[src/rtl/csr_file.sv]
// Machine-mode CSR file for the RV32 core: combinational CSR read, commit write,
// trap entry, mret, 64-bit cycle/instret counters and timer-interrupt pending.
module csr_file #(
    parameter logic [31:0] MTVEC_RESET = 32'h0000_0100,
    parameter logic [31:0] MISA_VALUE  = 32'h4000_0100
) (
    input  logic        clk,
    input  logic        rst_n,
    input  logic [11:0] csr_addr,
    output logic [31:0] csr_rd,
    output logic        csr_illegal,
    input  logic        csr_we,
    input  logic [11:0] csr_waddr,
    input  logic [31:0] csr_wd,
    input  logic        instr_retire,
    input  logic        trap_valid,
    input  logic [31:0] trap_pc,
    input  logic [31:0] trap_cause,
    input  logic [31:0] trap_val,
    input  logic        mret,
    input  logic        irq_timer,
    output logic        irq_pending,
    output logic [31:0] trap_vector,
    output logic [31:0] mepc_out
);
    localparam int unsigned XLEN = 32;
    localparam int unsigned CW   = 64;

    localparam logic [11:0] A_MSTATUS   = 12'h300;
    localparam logic [11:0] A_MISA      = 12'h301;
    localparam logic [11:0] A_MIE       = 12'h304;
    localparam logic [11:0] A_MTVEC     = 12'h305;
    localparam logic [11:0] A_MSCRATCH  = 12'h340;
    localparam logic [11:0] A_MEPC      = 12'h341;
    localparam logic [11:0] A_MCAUSE    = 12'h342;
    localparam logic [11:0] A_MTVAL     = 12'h343;
    localparam logic [11:0] A_MIP       = 12'h344;
    localparam logic [11:0] A_MCYCLE    = 12'hB00;
    localparam logic [11:0] A_MINSTRET  = 12'hB02;
    localparam logic [11:0] A_MCYCLEH   = 12'hB80;
    localparam logic [11:0] A_MINSTRETH = 12'hB82;
    localparam logic [11:0] A_CYCLE     = 12'hC00;
    localparam logic [11:0] A_INSTRET   = 12'hC02;
    localparam logic [11:0] A_CYCLEH    = 12'hC80;
    localparam logic [11:0] A_INSTRETH  = 12'hC82;
    localparam logic [11:0] A_MHARTID   = 12'hF14;

    localparam logic [XLEN-1:0] ALIGN_MASK = ~XLEN'(3);

    logic            mie_q, mie_d;
    logic            mpie_q, mpie_d;
    logic            mtie_q, mtie_d;
    logic [XLEN-1:0] mtvec_q, mtvec_d;
    logic [XLEN-1:0] mscratch_q, mscratch_d;
    logic [XLEN-1:0] mepc_q, mepc_d;
    logic [XLEN-1:0] mcause_q, mcause_d;
    logic [XLEN-1:0] mtval_q, mtval_d;
    logic [CW-1:0]   mcycle_q, mcycle_d;
    logic [CW-1:0]   minstret_q, minstret_d;

    logic [XLEN-1:0] mstatus_rd;
    logic [XLEN-1:0] mip_rd;

    assign mstatus_rd = {19'b0, 2'b11, 3'b0, mpie_q, 3'b0, mie_q, 3'b0};
    assign mip_rd     = {24'b0, irq_timer, 7'b0};

    assign irq_pending = mie_q & mtie_q & irq_timer;
    assign trap_vector = mtvec_q;
    assign mepc_out    = mepc_q;

    // Combinational read port for the EX stage
    always_comb begin
        csr_rd      = '0;
        csr_illegal = 1'b0;
        case (csr_addr)
            A_MSTATUS:               csr_rd = mstatus_rd;
            A_MISA:                  csr_rd = MISA_VALUE;
            A_MIE:                   csr_rd = {24'b0, mtie_q, 7'b0};
            A_MTVEC:                 csr_rd = mtvec_q;
            A_MSCRATCH:              csr_rd = mscratch_q;
            A_MEPC:                  csr_rd = mepc_q;
            A_MCAUSE:                csr_rd = mcause_q;
            A_MTVAL:                 csr_rd = mtval_q;
            A_MIP:                   csr_rd = mip_rd;
            A_MCYCLE,   A_CYCLE:     csr_rd = mcycle_q[31:0];
            A_MCYCLEH,  A_CYCLEH:    csr_rd = mcycle_q[63:32];
            A_MINSTRET, A_INSTRET:   csr_rd = minstret_q[31:0];
            A_MINSTRETH, A_INSTRETH: csr_rd = minstret_q[63:32];
            A_MHARTID:               csr_rd = '0;
            default:                 csr_illegal = 1'b1;
        endcase
    end

    // Next-state: trap beats mret beats commit write on any shared CSR
    always_comb begin
        mie_d      = mie_q;
        mpie_d     = mpie_q;
        mtie_d     = mtie_q;
        mtvec_d    = mtvec_q;
        mscratch_d = mscratch_q;
        mepc_d     = mepc_q;
        mcause_d   = mcause_q;
        mtval_d    = mtval_q;
        mcycle_d   = mcycle_q + CW'(1);
        minstret_d = minstret_q + CW'(instr_retire);

        if (trap_valid) begin
            mepc_d   = trap_pc & ALIGN_MASK;
            mcause_d = trap_cause;
            mtval_d  = trap_val;
            mpie_d   = mie_q;
            mie_d    = 1'b0;
        end else if (mret) begin
            mie_d  = mpie_q;
            mpie_d = 1'b1;
        end else if (csr_we && csr_waddr == A_MSTATUS) begin
            mie_d  = csr_wd[3];
            mpie_d = csr_wd[7];
        end

        if (csr_we && !trap_valid) begin
            case (csr_waddr)
                A_MEPC:   mepc_d   = csr_wd & ALIGN_MASK;
                A_MCAUSE: mcause_d = csr_wd;
                A_MTVAL:  mtval_d  = csr_wd;
                default:  ;
            endcase
        end

        if (csr_we) begin
            case (csr_waddr)
                A_MIE:       mtie_d     = csr_wd[7];
                A_MTVEC:     mtvec_d    = csr_wd & ALIGN_MASK;
                A_MSCRATCH:  mscratch_d = csr_wd;
                A_MCYCLE:    mcycle_d   = {mcycle_q[63:32], csr_wd};
                A_MCYCLEH:   mcycle_d   = {csr_wd, mcycle_q[31:0]};
                A_MINSTRET:  minstret_d = {minstret_q[63:32], csr_wd};
                A_MINSTRETH: minstret_d = {csr_wd, minstret_q[31:0]};
                default:     ;
            endcase
        end
    end

    always_ff @(posedge clk or negedge rst_n) begin
        if (!rst_n) begin
            mie_q      <= 1'b0;
            mpie_q     <= 1'b0;
            mtie_q     <= 1'b0;
            mtvec_q    <= MTVEC_RESET;
            mscratch_q <= '0;
            mepc_q     <= '0;
            mcause_q   <= '0;
            mtval_q    <= '0;
            mcycle_q   <= '0;
            minstret_q <= '0;
        end else begin
            mie_q      <= mie_d;
            mpie_q     <= mpie_d;
            mtie_q     <= mtie_d;
            mtvec_q    <= mtvec_d;
            mscratch_q <= mscratch_d;
            mepc_q     <= mepc_d;
            mcause_q   <= mcause_d;
            mtval_q    <= mtval_d;
            mcycle_q   <= mcycle_d;
            minstret_q <= minstret_d;
        end
    end

endmodule

[config.mk]
export PLATFORM = sky130hd
export DESIGN_NAME = csr_file
export DESIGN_NICKNAME = d
export VERILOG_FILES = /design/src/rtl/csr_file.sv
export SDC_FILE = /design/constraint.sdc
export NUM_CORES = 1
export LEC_CHECK = 0
export ABC_AREA = 1
export ABC_CLOCK_PERIOD_IN_PS = 4000
export CORE_MARGIN = 2
export CORE_UTILIZATION = 44
export DETAILED_ROUTE_END_ITERATION = 8
export GPL_TIMING_DRIVEN = 0
export PLACE_DENSITY = 0.73
export SYNTH_ARGS = -nofsm -noshare
export SYNTH_HDL_FRONTEND = slang
export SYNTH_SLANG_ARGS = --single-unit
[constraint.sdc]
create_clock -name clk -period 4 [get_ports clk]
set_input_delay 0.6 -clock clk [delete_from_list [all_inputs] [get_ports clk]]
set_output_delay 0.6 -clock clk [all_outputs]
set_load 0.05 [all_outputs]
==> flow_results.org <==
** Synthesis
- Post-synthesis instance area :: approximately 0.019 mm²
- Area contributors post-synth :: sky130_fd_sc_hd__dfrtp_1 39%, sky130_fd_sc_hd__nand2_1 15%, sky130_fd_sc_hd__o21ai_0 9.7%
- Of all flip-flops after synthesis, the portion carrying an async set or reset was 100%.
- Counting distinct cell types in the post-synthesis netlist gives 45.
- The Yosys step of the flow raised 0 warnings.
- Synthesized flop and latch total :: slightly below 300
- In this run, synthesis inferred 0 flip-flops with an integrated enable.
- Yosys instantiated no cell more often than sky130_fd_sc_hd__nand2_1.
- After synthesis, the mean cell area works out to 6.62 µm².
- The share of the Yosys chip area taken by registers is 38.9%.
- Counting instances in the post-synthesis netlist gives the leading cell types as 738 x sky130_fd_sc_hd__nand2_1, 363 x sky130_fd_sc_hd__inv_1, 362 x sky130_fd_sc_hd__o21ai_0.
- Gate count of the mapped netlist :: 2808
- Most area-hungry cell type in the Yosys netlist :: sky130_fd_sc_hd__dfrtp_1
- The most used flip-flop cell after synthesis is sky130_fd_sc_hd__dfrtp_1.
- Fraction of synthesized cell area taken by the top area cell type :: between 30 and 40%

** Cells and area
- Number of inserted filler cells in the final layout :: a little over 4000
- NumNets Final :: 3262
- Cells with a size suffix above 1 make up under 10% of the layout.
- Footprint of the multi-input gates :: slightly below 0.01 mm²
- The count of cells in the finished layout, fillers not included, comes to 3672.
- Sequential cell area :: 0.00723 mm²
- Area growth from synthesis to final layout :: 24.9%

** Pwr
- For this design the static power due to leakage is 10.4 nW.
- Final Power :: between 0.007 and 0.008 W
- Internal power comes to around 0.0054 W.
- Of the total power, registers draw roughly 41%.
- Comb pwr share :: between 10% and 20%
- The clock network burns 44.1% of the power.
- Power Dens Cells :: ~340 mW/mm²
- Maximum vdd drop :: 0.307 mV
- NetSw :: around 0.0024 W
- Net switching is 31.0% of the power.

** STA
- Clock skew on the completed layout was measured at roughly 0.020 ns.
- In the post-route analysis, the smallest setup slack over all paths is -0.0200 ns.
- Post-route clock period utilization :: 101%
- Headroom to the max-slew limit came out at between 30% and 40%.
- Final hold analysis gives a worst-case slack of 0.0430 ns.
- Setup violations remaining at the end of the flow were counted as 2.
- Setup repair after global routing could not meet its margin everywhere.
- For the pin with the worst max-slew slack, the measured transition is ~1.0 ns.
- Time the final worst path needs with I/O delays and setup :: a little over 4 ns
- Total Neg Setup Slack :: -0.0298 ns
- Final Hold Violating Endpoints :: 0
- The final count of pins violating max slew is 0.
- Static timing analysis puts the maximum clock frequency at about 250 MHz.

** CTS
- In this run the number of H-tree levels came out at 2.
- After clock tree synthesis, the clock-pin slew on the worst setup and hold paths is 0.06 ns.
- The clock passes through at most 3 buffers.
- Clock tree from TritonCTS :: done
- For this design, the sink count on the clock tree is roughly 290.
- Clock buffer count from CTS :: 36
- Hold-fix buffers at CTS :: 0
- Insertion delay of the later-clocked pin in the worst-skew pair :: 0.59 ns
- Root cell of the clock tree :: sky130_fd_sc_hd__clkbuf_16

** Place
- # port buffers :: roughly 250
- Detailed placement HPWL :: slightly below 80000 µm
- Counting tap cells, the placed design contains a total of between 3000 and 4000 instances.
- Placer congestion estimate :: ~1.0

** Worst setup path
- The worst register-to-register path has a depth of 11.
- Number of buffer and inverter instances along the worst setup path :: 3
- The kind of cell with the highest combined delay along the critical path is simple AND/OR/NAND/NOR gates.
- The critical path is of the in2out type.
- The worst setup path is captured at an output pin.
- Crit path cell chain :: clkdlybuf4s50_1 -> nor2_1 -> inv_1 -> nor3_4 -> nand3_4 -> o21ai_0 -> nor2_1 -> nand3_1 -> dlygate4sd2_1
- Critical-path cell with the highest stage delay :: sky130_fd_sc_hd__o21ai_0
- Delay of the slowest cell on the worst path :: a little under 0.6 ns
- Maximum net fanout on the critical path :: 6
- The worst setup path is launched from a primary input.
- The worst register-to-register path ends at minstret_q[22].
- Worst Path Arrival :: 3.42 ns
- Setup slack on the worst reg-to-reg path comes out at 1.10 ns.
- Dominant cell type by count on the critical path :: sky130_fd_sc_hd__nor2_1
- CP Data Required Time :: ~3.4 ns
- Startpoint of the worst-slack reg-to-reg timing path :: minstret_q[0]
- Crit path from :: csr_addr[3]

** Floorplanning
- Die Outline Area :: around 0.044 mm²
- The floorplan has 75 rows.
- Measured along the y axis, the die boundary spans ~210 µm.
- The floorplan step set the die width to roughly 210 µm.
- The core region is 0.0419 mm².
- Effective utilization at floorplan :: 44.4%
- Pin placement for this block handled between 200 and 300 I/O pins.

** Detailed routing
- After detailed routing, the number of remaining DRC violations is 0.
- Wires add up to just over 100000 µm.
- Drt pass-1 iters :: 8
- The detail route stage leaves a number of antenna-violating nets equal to 0.
- Detailed Route Iter0 Violations :: around 3400
- Routed vias/inst :: about 6.3
- Average routed wire per standard cell :: between 20 and 30 µm
- The detailed router placed ~23000 vias in this run.

** GRT
- Global routing finished with a remaining overflow of 0.
- Global routing used 45.8% of the available tracks across all layers.
- Antenna violations before repair :: 4
- Wire length of the first global-routing pass :: ~140000 µm
- Entering global routing, the biggest net connects about 120 pins.
- Via count of the first global-routing pass :: between 20000 and 25000

** Worst hold path
- Hold Crit Class :: in2async

** Outcome
- Failing checks :: setup timing
- The flow ran to the end, but the final reports show violations.

** Job
- Max-cap violations in this run came to 0.
-- cell families after synthesis --
| family | after synthesis | share of synthesized area, % |
|---|---|---|
| AOI/OAI and AO/OA | 649 | 19.3 |
| muxes | 1 | 0.0539 |
| adders and majority gates | 3 | 0.202 |
| and+or+nand+nor | 1352 | 30.2 |
| buffers and inverters | 483 | 9.89 |
| other | 1 | 0.0202 |
| xor gates and xnor gates | 30 | 1.41 |
| DFF | 289 | 38.9 |
-- layer usage --
layer	vias to the layer above	GRT usage [%]	routed length (µm)
met4	6	31.7	7730
li1	9858	-	-
met3	404	12.4	13800
met2	1827	65.4	41600
met5	-	0	41
met1	11000	60.2	38900
-- how the worst max path moves through the flow --
stage	to	slack (ns)	depth (start not counted)
2_1_floorplan	csr_illegal	1.17	10
3_3_place_gp	mcycle_q[61]	-10.97	1
3_5_place_dp	csr_rd[13]	-1.03	10
4_1_cts	csr_rd[26]	0.005	12
5_1_grt	csr_rd[4]	-0.03	10
6_report	csr_rd[7]	-0.02	9
-- power by group through the flow --
| stage | Sequential (W) | Clock, W | Combinational, W |
|---|---|---|---|
| 2_1_floorplan | 0.00334 | 0 | 0.000461 |
| 6_report | 0.00323 | 0.00346 | 0.00115 |
| 5_1_grt | 0.00325 | 0.00352 | 0.00123 |
| 3_3_place_gp | 0.00328 | 0 | 0.00108 |
| 3_5_place_dp | 0.00328 | 0 | 0.00110 |
| 4_1_cts | 0.00322 | 0.00342 | 0.00112 |
-- stage by stage --
| stage | worst slack, ns | cell area (µm²) | util, % |
|---|---|---|---|
| floorplan | 1.17 | 18600 | - |
| global placement | -10.97 | 21800 | 52.0 |
| detailed placement | -1.03 | 21800 | 52.2 |
| CTS | 0.00505 | 23200 | 55.4 |
| global route | -0.0250 | 23200 | 55.4 |
| finish | -0.0200 | 23200 | 55.5 |
-- cells in the final DEF, fill, tap and decap left out, drive strengths merged, types with 3 or more instances in the layout --
master         instances
a21oi                118
a22oi                 10
a31oi                 13
and2                   3
buf                   21
clkbuf               153
clkdlybuf4s15         23
clkdlybuf4s50        217
clkinv                16
dfrtp                288
diode                  5
dlygate4sd2            4
ha                     3
inv                  365
nand2                739
nand3                195
nand3b                 3
nand4                 52
nor2                 290
nor3                  59
nor3b                  3
nor4                   4
o211ai                39
o21ai                362
o221ai                14
o22ai                 80
o311ai                 3
xnor2                  4
xor2                  26
-- repair_timing --
action / CTS / global route
buffers inserted: 0 / 0
setup endpoints to repair: 33 / 32
gates resized for setup: 122 / 35
hold endpoints to repair: 0 / 0
cloned: 0 / 0
-- worst reg2reg max path, cell delays in order (launching register included) --
cell and delay (ns):
sky130_fd_sc_hd__dfrtp_1 0.36, sky130_fd_sc_hd__ha_1 0.17, sky130_fd_sc_hd__ha_1 0.23, sky130_fd_sc_hd__nand2_1 0.10, sky130_fd_sc_hd__nor2_1 0.37, sky130_fd_sc_hd__nand2_1 0.29, sky130_fd_sc_hd__nor2_1 0.33, sky130_fd_sc_hd__nand2_1 0.13
sky130_fd_sc_hd__nor2_1 0.40, sky130_fd_sc_hd__nand2_1 0.10, sky130_fd_sc_hd__nand3_1 0.11, sky130_fd_sc_hd__o311ai_0 0.14
-- cell type report --
type | instances | area share (%)
multi-input cells | 2037 | 41.6
flip-flops and latches | 289 | 31.2
repair buffers | 253 | 11.1
inverters | 365 | 5.91
clock buffers | 47 | 4.32
well taps | 539 | 2.90
plain buffers | 118 | 2.17
clock inverters | 19 | 0.814
diodes | 5 | 0.0539
-- flip-flops by register name, summed over array words and instances (netlist names) --
signal	flops
mpie_q	1
mtie_q	1
minstret_q	64
mie_q	1
trap_vector	30
mcause_q	32
mcycle_q	64
mepc_out	32
mscratch_q	32
mtval_q	32
(Power assumes the default switching activity.)
